==> src/rtl/spi_pkg.sv <==
// Shared types and widths for the SPI slave (spi_slave_iw).
// Build option: define SPI_SLAVE_TX_EN to enable the miso transmit path.
package spi_pkg;

  localparam int BYTE_W = 8;
  localparam int CNT_W  = 3;

  typedef enum logic [1:0] {
    IDLE  = 2'd0,
    LOAD  = 2'd1,
    SHIFT = 2'd2
  } spi_state_e;

endpackage

==> src/rtl/sync_edge.sv <==
// Multi-flop input synchronizer with registered rise/fall pulse outputs.
// RST_VAL sets the idle level the chain resets to.
module sync_edge #(
  parameter int   STAGES  = 2,
  parameter logic RST_VAL = 1'b0
) (
  input  logic clk,
  input  logic rst,
  input  logic d,
  output logic q,
  output logic rise,
  output logic fall
);

  logic [STAGES-1:0] sync_q, sync_d;
  logic              prev_q, prev_d;

  always_comb begin
    sync_d = {sync_q[STAGES-2:0], d};
    prev_d = sync_q[STAGES-1];
  end

  always_ff @(posedge clk or posedge rst) begin
    if (rst) begin
      sync_q <= {STAGES{RST_VAL}};
      prev_q <= RST_VAL;
    end else begin
      sync_q <= sync_d;
      prev_q <= prev_d;
    end
  end

  assign q    = sync_q[STAGES-1];
  assign rise = q & ~prev_q;
  assign fall = ~q & prev_q;

endmodule

==> src/rtl/spi_slave_iw.sv <==
// SPI mode-0 slave, oversampled in the clk domain; byte-wide receive.
// Define SPI_SLAVE_TX_EN to return tx_data on miso; otherwise miso is 0.
module spi_slave_iw
  import spi_pkg::*;
#(
  parameter int SYNC_STAGES = 2,
  parameter int MSB_FIRST   = 1
) (
  input  logic              clk,
  input  logic              rst,
  input  logic              sclk,
  input  logic              cs_n,
  input  logic              mosi,
  output logic              miso,
  input  logic [BYTE_W-1:0] tx_data,
  output logic [BYTE_W-1:0] dout_iw,
  output logic              done_iw,
  output logic              busy
);

  logic sclk_s, sclk_rise, sclk_fall;
  logic cs_s, cs_rise, cs_fall;
  logic mosi_s, mosi_rise, mosi_fall;

  sync_edge #(.STAGES(SYNC_STAGES), .RST_VAL(1'b0)) u_sclk (
    .clk(clk), .rst(rst), .d(sclk),
    .q(sclk_s), .rise(sclk_rise), .fall(sclk_fall)
  );

  sync_edge #(.STAGES(SYNC_STAGES), .RST_VAL(1'b1)) u_cs (
    .clk(clk), .rst(rst), .d(cs_n),
    .q(cs_s), .rise(cs_rise), .fall(cs_fall)
  );

  sync_edge #(.STAGES(SYNC_STAGES), .RST_VAL(1'b0)) u_mosi (
    .clk(clk), .rst(rst), .d(mosi),
    .q(mosi_s), .rise(mosi_rise), .fall(mosi_fall)
  );

  spi_state_e        state_q, state_d;
  logic [CNT_W-1:0]  cnt_q, cnt_d;
  logic [BYTE_W-1:0] rx_q, rx_d, rx_next;
  logic [BYTE_W-1:0] dout_q, dout_d;
  logic              done_q, done_d;
  logic              wrap;

  assign wrap = (state_q == SHIFT) && !cs_s && sclk_rise
             && (cnt_q == CNT_W'(BYTE_W - 1));

  always_comb begin
    if (MSB_FIRST != 0) rx_next = {rx_q[BYTE_W-2:0], mosi_s};
    else                rx_next = {mosi_s, rx_q[BYTE_W-1:1]};
  end

  always_comb begin
    state_d = state_q;
    cnt_d   = cnt_q;
    rx_d    = rx_q;
    dout_d  = dout_q;
    done_d  = 1'b0;
    unique case (state_q)
      IDLE: begin
        if (cs_fall) state_d = LOAD;
      end
      LOAD: begin
        cnt_d   = '0;
        rx_d    = '0;
        state_d = SHIFT;
      end
      SHIFT: begin
        // level check also catches a cs_n rise that landed during LOAD
        if (cs_s) begin
          state_d = IDLE;
          cnt_d   = '0;
          rx_d    = '0;
        end else if (sclk_rise) begin
          rx_d  = rx_next;
          cnt_d = cnt_q + CNT_W'(1);
          if (wrap) begin
            dout_d = rx_next;
            done_d = 1'b1;
          end
        end
      end
      default: state_d = IDLE;
    endcase
  end

  always_ff @(posedge clk or posedge rst) begin
    if (rst) begin
      state_q <= IDLE;
      cnt_q   <= '0;
      rx_q    <= '0;
      dout_q  <= '0;
      done_q  <= 1'b0;
    end else begin
      state_q <= state_d;
      cnt_q   <= cnt_d;
      rx_q    <= rx_d;
      dout_q  <= dout_d;
      done_q  <= done_d;
    end
  end

`ifdef SPI_SLAVE_TX_EN
  logic [BYTE_W-1:0] tx_q, tx_d;
  logic              tx_bit, load_bit;

  always_comb begin
    tx_d = tx_q;
    if (state_q == LOAD || wrap) begin
      tx_d = tx_data;
    // the fall right after a wrap must keep the freshly loaded first bit
    end else if (state_q == SHIFT && !cs_s && sclk_fall && cnt_q != '0) begin
      if (MSB_FIRST != 0) tx_d = {tx_q[BYTE_W-2:0], 1'b0};
      else                tx_d = {1'b0, tx_q[BYTE_W-1:1]};
    end
  end

  always_ff @(posedge clk or posedge rst) begin
    if (rst) tx_q <= '0;
    else     tx_q <= tx_d;
  end

  always_comb begin
    tx_bit   = (MSB_FIRST != 0) ? tx_q[BYTE_W-1] : tx_q[0];
    load_bit = (MSB_FIRST != 0) ? tx_data[BYTE_W-1] : tx_data[0];
    miso     = 1'b0;
    if (state_q == LOAD)       miso = load_bit;
    else if (state_q == SHIFT) miso = tx_bit;
  end

  logic unused_ok;
  assign unused_ok = ^{sclk_s, cs_rise, mosi_rise, mosi_fall};
`else
  assign miso = 1'b0;

  logic unused_ok;
  assign unused_ok = ^{sclk_s, cs_rise, mosi_rise, mosi_fall, tx_data};
`endif

  assign dout_iw = dout_q;
  assign done_iw = done_q;
  assign busy    = (state_q != IDLE);

endmodule

==> config.mk <==
export PLATFORM = sky130hd
export DESIGN_NAME = spi_slave_iw
export DESIGN_NICKNAME = d
export VERILOG_FILES = /design/src/rtl/spi_pkg.sv /design/src/rtl/sync_edge.sv /design/src/rtl/spi_slave_iw.sv
export SDC_FILE = /design/constraint.sdc
export NUM_CORES = 1
export LEC_CHECK = 0
export ABC_CLOCK_PERIOD_IN_PS = 1650
export CAP_MARGIN = 20
export CELL_PAD_IN_SITES_DETAIL_PLACEMENT = 0
export CELL_PAD_IN_SITES_GLOBAL_PLACEMENT = 1
export CORE_UTILIZATION = 50
export CTS_BUF_LIST = sky130_fd_sc_hd__clkbuf_4
export CTS_CLUSTER_DIAMETER = 100
export DETAILED_ROUTE_END_ITERATION = 8
export DONT_BUFFER_PORTS = 1
export GPL_TIMING_DRIVEN = 0
export PLACE_DENSITY_LB_ADDON = 0.1
export SLEW_MARGIN = 20
export SYNTH_ARGS = -nofsm -noshare
export SYNTH_HDL_FRONTEND = slang
export SYNTH_HIERARCHICAL = 1
export SYNTH_SLANG_ARGS = --single-unit
==> constraint.sdc <==
create_clock -name clk -period 1.65 [get_ports clk]
set_input_delay 0.2475 -clock clk [delete_from_list [all_inputs] [get_ports clk]]
set_output_delay 0.2475 -clock clk [all_outputs]
set_load 0.005 [all_outputs]
==> results of run 1 <==
power groups by stage:
stage,Combinational [mW],Sequential (mW),Clock (mW)
after floorplan,0.0822,0.763,0
after global placement,0.0969,0.767,0
after detailed placement,0.0974,0.768,0
after CTS,0.110,0.754,0.577
after global routing,0.122,0.757,0.616
final,0.106,0.754,0.553
layout by cell type (no fill, tap or decap), drive strengths merged, types with 2 or more instances in the layout:
cell	count
dfrtp	26
mux2i	9
clkbuf	6
dlygate4sd3	4
nor2	2
buf	4
inv	14
nand2	9
mux2	9
or2b	2
ha	2
dfstp	3
o21ai	2
cell type report:
class / instances / area, um^2 / share of cell area
Sequential cell: 29 / 729 / 0.540
Multi-Input combinational cell: 42 / 373 / 0.276
Inverter: 14 / 52.6 / 0.0389
Timing Repair Buffer: 5 / 47.5 / 0.0352
Clock buffer: 6 / 45.0 / 0.0333
Buffer: 3 / 35.0 / 0.0259
Tap cell: 28 / 35.0 / 0.0259
Clock inverter: 2 / 33.8 / 0.0250
timing repair:
action	in CTS	in global routing
setup endpoints to repair	8	0
hold buffers	4	0
setup buffers	1	0
endpoints found under the hold margin	32	0
resized for setup	0	0
critical path, cell delays in order, from the launching register on:
cell and delay (ps):
dfrtp_1 430, or2b_1 270, o21ai_1 140, buf_4 230, mux2_1 330
state kept, by name, indices dropped and copies added, names as in the netlist:
register       count
state_q            2
u_cs/prev_q        1
u_cs/sync_q        2
rx_q               7
done_iw            1
cnt_q              3
dout_iw            8
u_mosi/sync_q      2
u_sclk/prev_q      1
u_sclk/sync_q      2
routing by layer:
layer	up-vias	wire, um	share of wire	global-route usage
li1	299	-	-	-
met1	291	789	0.48	0.213
met2	19	748	0.45	0.229
met3	2	95	0.058	0.106
met4	0	14	0.0085	0.0694
met5	-	0	0	0
per-stage QoR:
stage | TNS, ps | instances
after floorplan | 0 | 88
after global placement | -393 | 116
after detailed placement | -217 | 116
after CTS | 0 | 129
after global routing | 0 | 129
final | 0 | 129
worst paths after layout:
kind	startpoint	end
worst max-delay path	state_q[0]	cnt_q[0]
worst min-delay path	rst	u_mosi/sync_q[0]
worst max register to register	state_q[0]	cnt_q[0]
worst min register to register	u_sclk/sync_q[0]	u_sclk/sync_q[1]
max in group asynchronous	rst	cnt_q[1]
min in group clk	u_sclk/sync_q[0]	u_sclk/sync_q[1]
==> summary.md, run 1 <==
| Metric | Value |
|---|---|
| Fmax | `0.667 GHz` |
| Post-route DRC violation count | `0` |
| Slew headroom | `0.480` |
| Core Box Area | `2230 um^2` |
| Die Ht | `50.8 um` |
| DRT iter0 DRCs | `10` |
| Hold_ws | `292 ps` |
| Core Rows | `17` |
| Critical path peak fanout | `10` |
| Antenna viol nets, final | `0` |
| Root Driver | `clkbuf_4` |
| NetSw | `0.295 mW` |
| WP data required | `1850 ps` |
| Setup crit start kind | `flip-flop` |
| Unrepaired setup endpoints after global routing | `no` |
| GRT Residual Overflow | `0` |
| Final period util | `0.909` |
| Clk Latency, worst-skew pair | `310 ps` |
| Final Skew | `6.63 ps` |
| Pwr/cell area | `1050 nW/um^2` |
| Final setup fails | `0` |
| Final Wtd Congestion | `0.659` |
| Ys Warns | `6` |
| Vias/cell | `4.74` |
| Filler instances | `198` |
| I/O pin cnt | `24` |
| Final Net Count | `115` |
| Util after Layout | `0.605` |
| Max Cap Viol | `0` |
| Largest net degree at the start of global routing | `22` |
| Worst Reg2Reg Path Length in Cells | `4` |
| Endpoints failing hold | `0` |
| Max VDD drop | `804 uV` |
| Comb pwr share | `0.075` |
| Outcome | `complete, no violations` |
| Routed WL per cell | `12.8 um` |
| Final Max Slew Viols | `0` |
| Clock power frac | `0.391` |
| GRT Util Overall | `0.169` |
| Antenna fix cells | `0` |
| P_leak | `0.645 nW` |
| Sequential Power Share | `0.534` |
| Clk sink count | `29` |
| Kind of critical path | `reg2reg` |
| Via count | `611` |
| Reg clk slew, reported paths | `90 ps` |
| Syn avg cell area | `13.5 um^2` |
| Initial antenna violation count | `0` |
| Net count after synthesis | `103` |
| I/O Buffers | `0` |
| Die Wd | `50.8 um` |
| Area after DPL | `1220 um^2` |
| Synth Instances | `88` |
| Worst-case clock buffer depth | `2` |
| Internal Power | `1.12 mW` |
| Worst endpoint data arrival time | `1700 ps` |
| First-pass GRT wire length | `2.90 mm` |
| Worst Tran Pin Value | `779 ps` |
| Post-layout minimum cycle time | `1500 ps` |
| Initial Util | `0.533` |
| Vias in the first global route | `638` |
| Final instance area | `1350 um^2` |
| Worst min path class | `in2async` |
| Total CTS buffers | `5` |
| Share of cells above drive strength 1 | `0.248` |
| Mapped Area | `1190 um^2` |
| FF-to-FF setup slack | `150 ps` |
| Place WS | `-29.9 ps` |
| CTS tree | `built` |
| Pre-antenna DRT Iters | `4` |
| Die ar. | `2580 um^2` |
| Synth-to-layout area growth | `13.6%` |
| WL final | `1.65 mm` |
| Critical path capture point type | `flip-flop` |
| Final setup margin | `150 ps` |
| Switch share | `0.209` |
| Pwr Total | `1.41 mW` |
| H-tree levels | `2` |
| Post-DP HPWL | `1.09 mm` |
Note: power is estimated with default switching activity, not from simulation.
==> run 2: changes to the inputs <==
--- a/config.mk
+++ b/config.mk
@@ -9,6 +9,8 @@
 export CAP_MARGIN = 20
 export CELL_PAD_IN_SITES_DETAIL_PLACEMENT = 0
 export CELL_PAD_IN_SITES_GLOBAL_PLACEMENT = 1
+export CORE_ASPECT_RATIO = 0.6
+export CORE_MARGIN = 4
 export CORE_UTILIZATION = 50
 export CTS_BUF_LIST = sky130_fd_sc_hd__clkbuf_4
 export CTS_CLUSTER_DIAMETER = 100
==> summary.md, run 2 (same netlist as run 1, synthesis figures left out) <==
| Metric | Value |
|---|---|
| DRT iter0 DRCs | `32` |
| Total CTS buffers | `5` |
| Top layer in use | `met4` |
| Post-route DRC violation count | `0` |
| Routed WL per cell | `13.7 um` |
| Internal Power | `0.940 mW` |
| Share of cells above drive strength 1 | `0.238` |
| Setup crit start kind | `flip-flop` |
| Worst Tran Pin Value | `781 ps` |
| Root Driver | `clkbuf_4` |
| Most frequent cells in the layout | `dfrtp_1, inv_1, nand2_1, mux2i_1, mux2_4` |
| P_leak | `0.631 nW` |
| Vias in the first global route | `644` |
| Initial antenna violation count | `0` |
| Unrepaired setup endpoints after global routing | `no` |
| Largest net degree at the start of global routing | `22` |
| Delay-heaviest family, CP | `flip-flops` |
| Outcome | `complete, no violations` |
| Synth-to-layout area growth | `11.4%` |
| Max VDD drop | `626 uV` |
| Core Box Area | `2210 um^2` |
| Pre-antenna DRT Iters | `4` |
| Slew headroom | `0.479` |
| Critical path capture point type | `flip-flop` |
| I/O pin cnt | `24` |
| Die Ht | `45.8 um` |
| DRT met1 WL | `870 um` |
| Slowest-stage cell, CP | `dfrtp_1` |
| # resized after CTS | `0` |
| Worst min path class | `in2async` |
| Sequential Power Share | `0.602` |
| Most common cell after layout, fill and taps aside | `dfrtp_1` |
| Final setup fails | `0` |
| Worst path cell trace | `or2b_1, o21ai_1, buf_4, mux2_1` |
| H-tree levels | `2` |
| Kind of critical path | `reg2reg` |
| Final Wtd Congestion | `0.636` |
| Final period util | `0.916` |
| WP data required | `1870 ps` |
| Clk Latency, worst-skew pair | `330 ps` |
| Endpoints failing hold | `0` |
| I/O Buffers | `0` |
| Post-route setup TNS | `0 ps` |
| Cells after DPL | `118` |
| Antenna viol nets, final | `0` |
| Initial Util | `0.538` |
| Reg clk slew, reported paths | `90 ps` |
| WL met3 | `143 um` |
| First-pass GRT wire length | `3.11 mm` |
| Critical path peak fanout | `10` |
| Switch share | `0.249` |
| Antenna fix cells | `0` |
| GRT Util Overall | `0.136` |
| WL final | `1.79 mm` |
| Core Rows | `13` |
| Max reg flops | `8` |
| Post-Layout Cell Count | `131` |
| Worst endpoint data arrival time | `1730 ps` |
| Die ar. | `3250 um^2` |
| Crit-path max cell delay | `430 ps` |
| Post-layout minimum cycle time | `1510 ps` |
| Met2 wire len | `730 um` |
| Worst-case clock buffer depth | `2` |
| Die Wd | `71.0 um` |
| Final Skew | `2.03 ps` |
| Comb pwr share | `0.086` |
| Vias/cell | `4.65` |
| Final Net Count | `115` |
| Post-DP HPWL | `1.24 mm` |
| CTS tree | `built` |
| Clock power frac | `0.312` |
| Max Cap Viol | `0` |
| Via count | `609` |
| Final Max Slew Viols | `0` |
| CP Buf/Inv Count | `1` |
| GRT Residual Overflow | `0` |
| Fmax | `0.662 GHz` |
| Clk sink count | `29` |
| NetSw | `0.312 mW` |
| Pwr/cell area | `945 nW/um^2` |
==> run 2: changes by cell type in the layout (fill, tap and decap cells not counted), sizes merged <==
cell    previous run  this run
clkinv             1         3
bufinv             1         0
clkbuf             6         5
==> run 2: final timing paths <==
path	start	endpoint	slack (ps)	cells past startpoint
setup / recovery	state_q[0]	cnt_q[0]	140	4
hold reg to reg	u_mosi/sync_q[0]	u_mosi/sync_q[1]	360	0
setup reg to reg	state_q[0]	cnt_q[0]	140	4
min in group clk	u_mosi/sync_q[0]	u_mosi/sync_q[1]	360	0
hold / removal	rst	u_mosi/sync_q[0]	260	2
max in group asynchronous	rst	dout_iw[3]	600	2
==> run 2: timing repair <==
item | in CTS | in global routing
buffers inserted | 1 | 0
endpoints found under the setup margin | 8 | 0
hold buffers | 4 | 0
hold endpoints to repair | 32 | 0
==> run 2: cell type report <==
| type | instances | area, um^2 |
|---|---|---|
| fill | 203 | 887 |
| sequential | 29 | 729 |
| multi-input combinational | 42 | 373 |
| inverter | 14 | 52.6 |
| timing repair buffer | 5 | 47.5 |
| clock buffer | 5 | 37.5 |
| tap | 30 | 37.5 |
| buffer | 3 | 35.0 |
| clock inverter | 3 | 12.5 |
==> run 2: metal layers <==
layer  GRT usage  up-vias
met5           0        -
li1            -      297
met4      0.0899        0
met3      0.0617        6
met2       0.190       19
met1       0.173      287
==> run 2: through the flow <==
step / hold slack (ps) / setup WS [ps] / power [mW] / instance area, um^2 / util
after floorplan: -11.3 / 142 / 0.845 / 1190 / -
after global routing: 267 / 62.4 / 1.31 / 1330 / 0.599
final: 260 / 138 / 1.25 / 1330 / 0.599
after global placement: -5.27 / -25.0 / 0.865 / 1230 / 0.555
after detailed placement: -5.46 / -39.5 / 0.866 / 1230 / 0.555
after CTS: 252 / 138 / 1.27 / 1330 / 0.599
==> run 2: power groups by stage <==
stage | clock network [mW] | registers, mW | logic, mW
after floorplan | 0 | 0.763 | 0.0822
after global placement | 0 | 0.767 | 0.0981
after detailed placement | 0 | 0.768 | 0.0980
after CTS | 0.408 | 0.755 | 0.109
after global routing | 0.432 | 0.758 | 0.120
final | 0.391 | 0.754 | 0.107
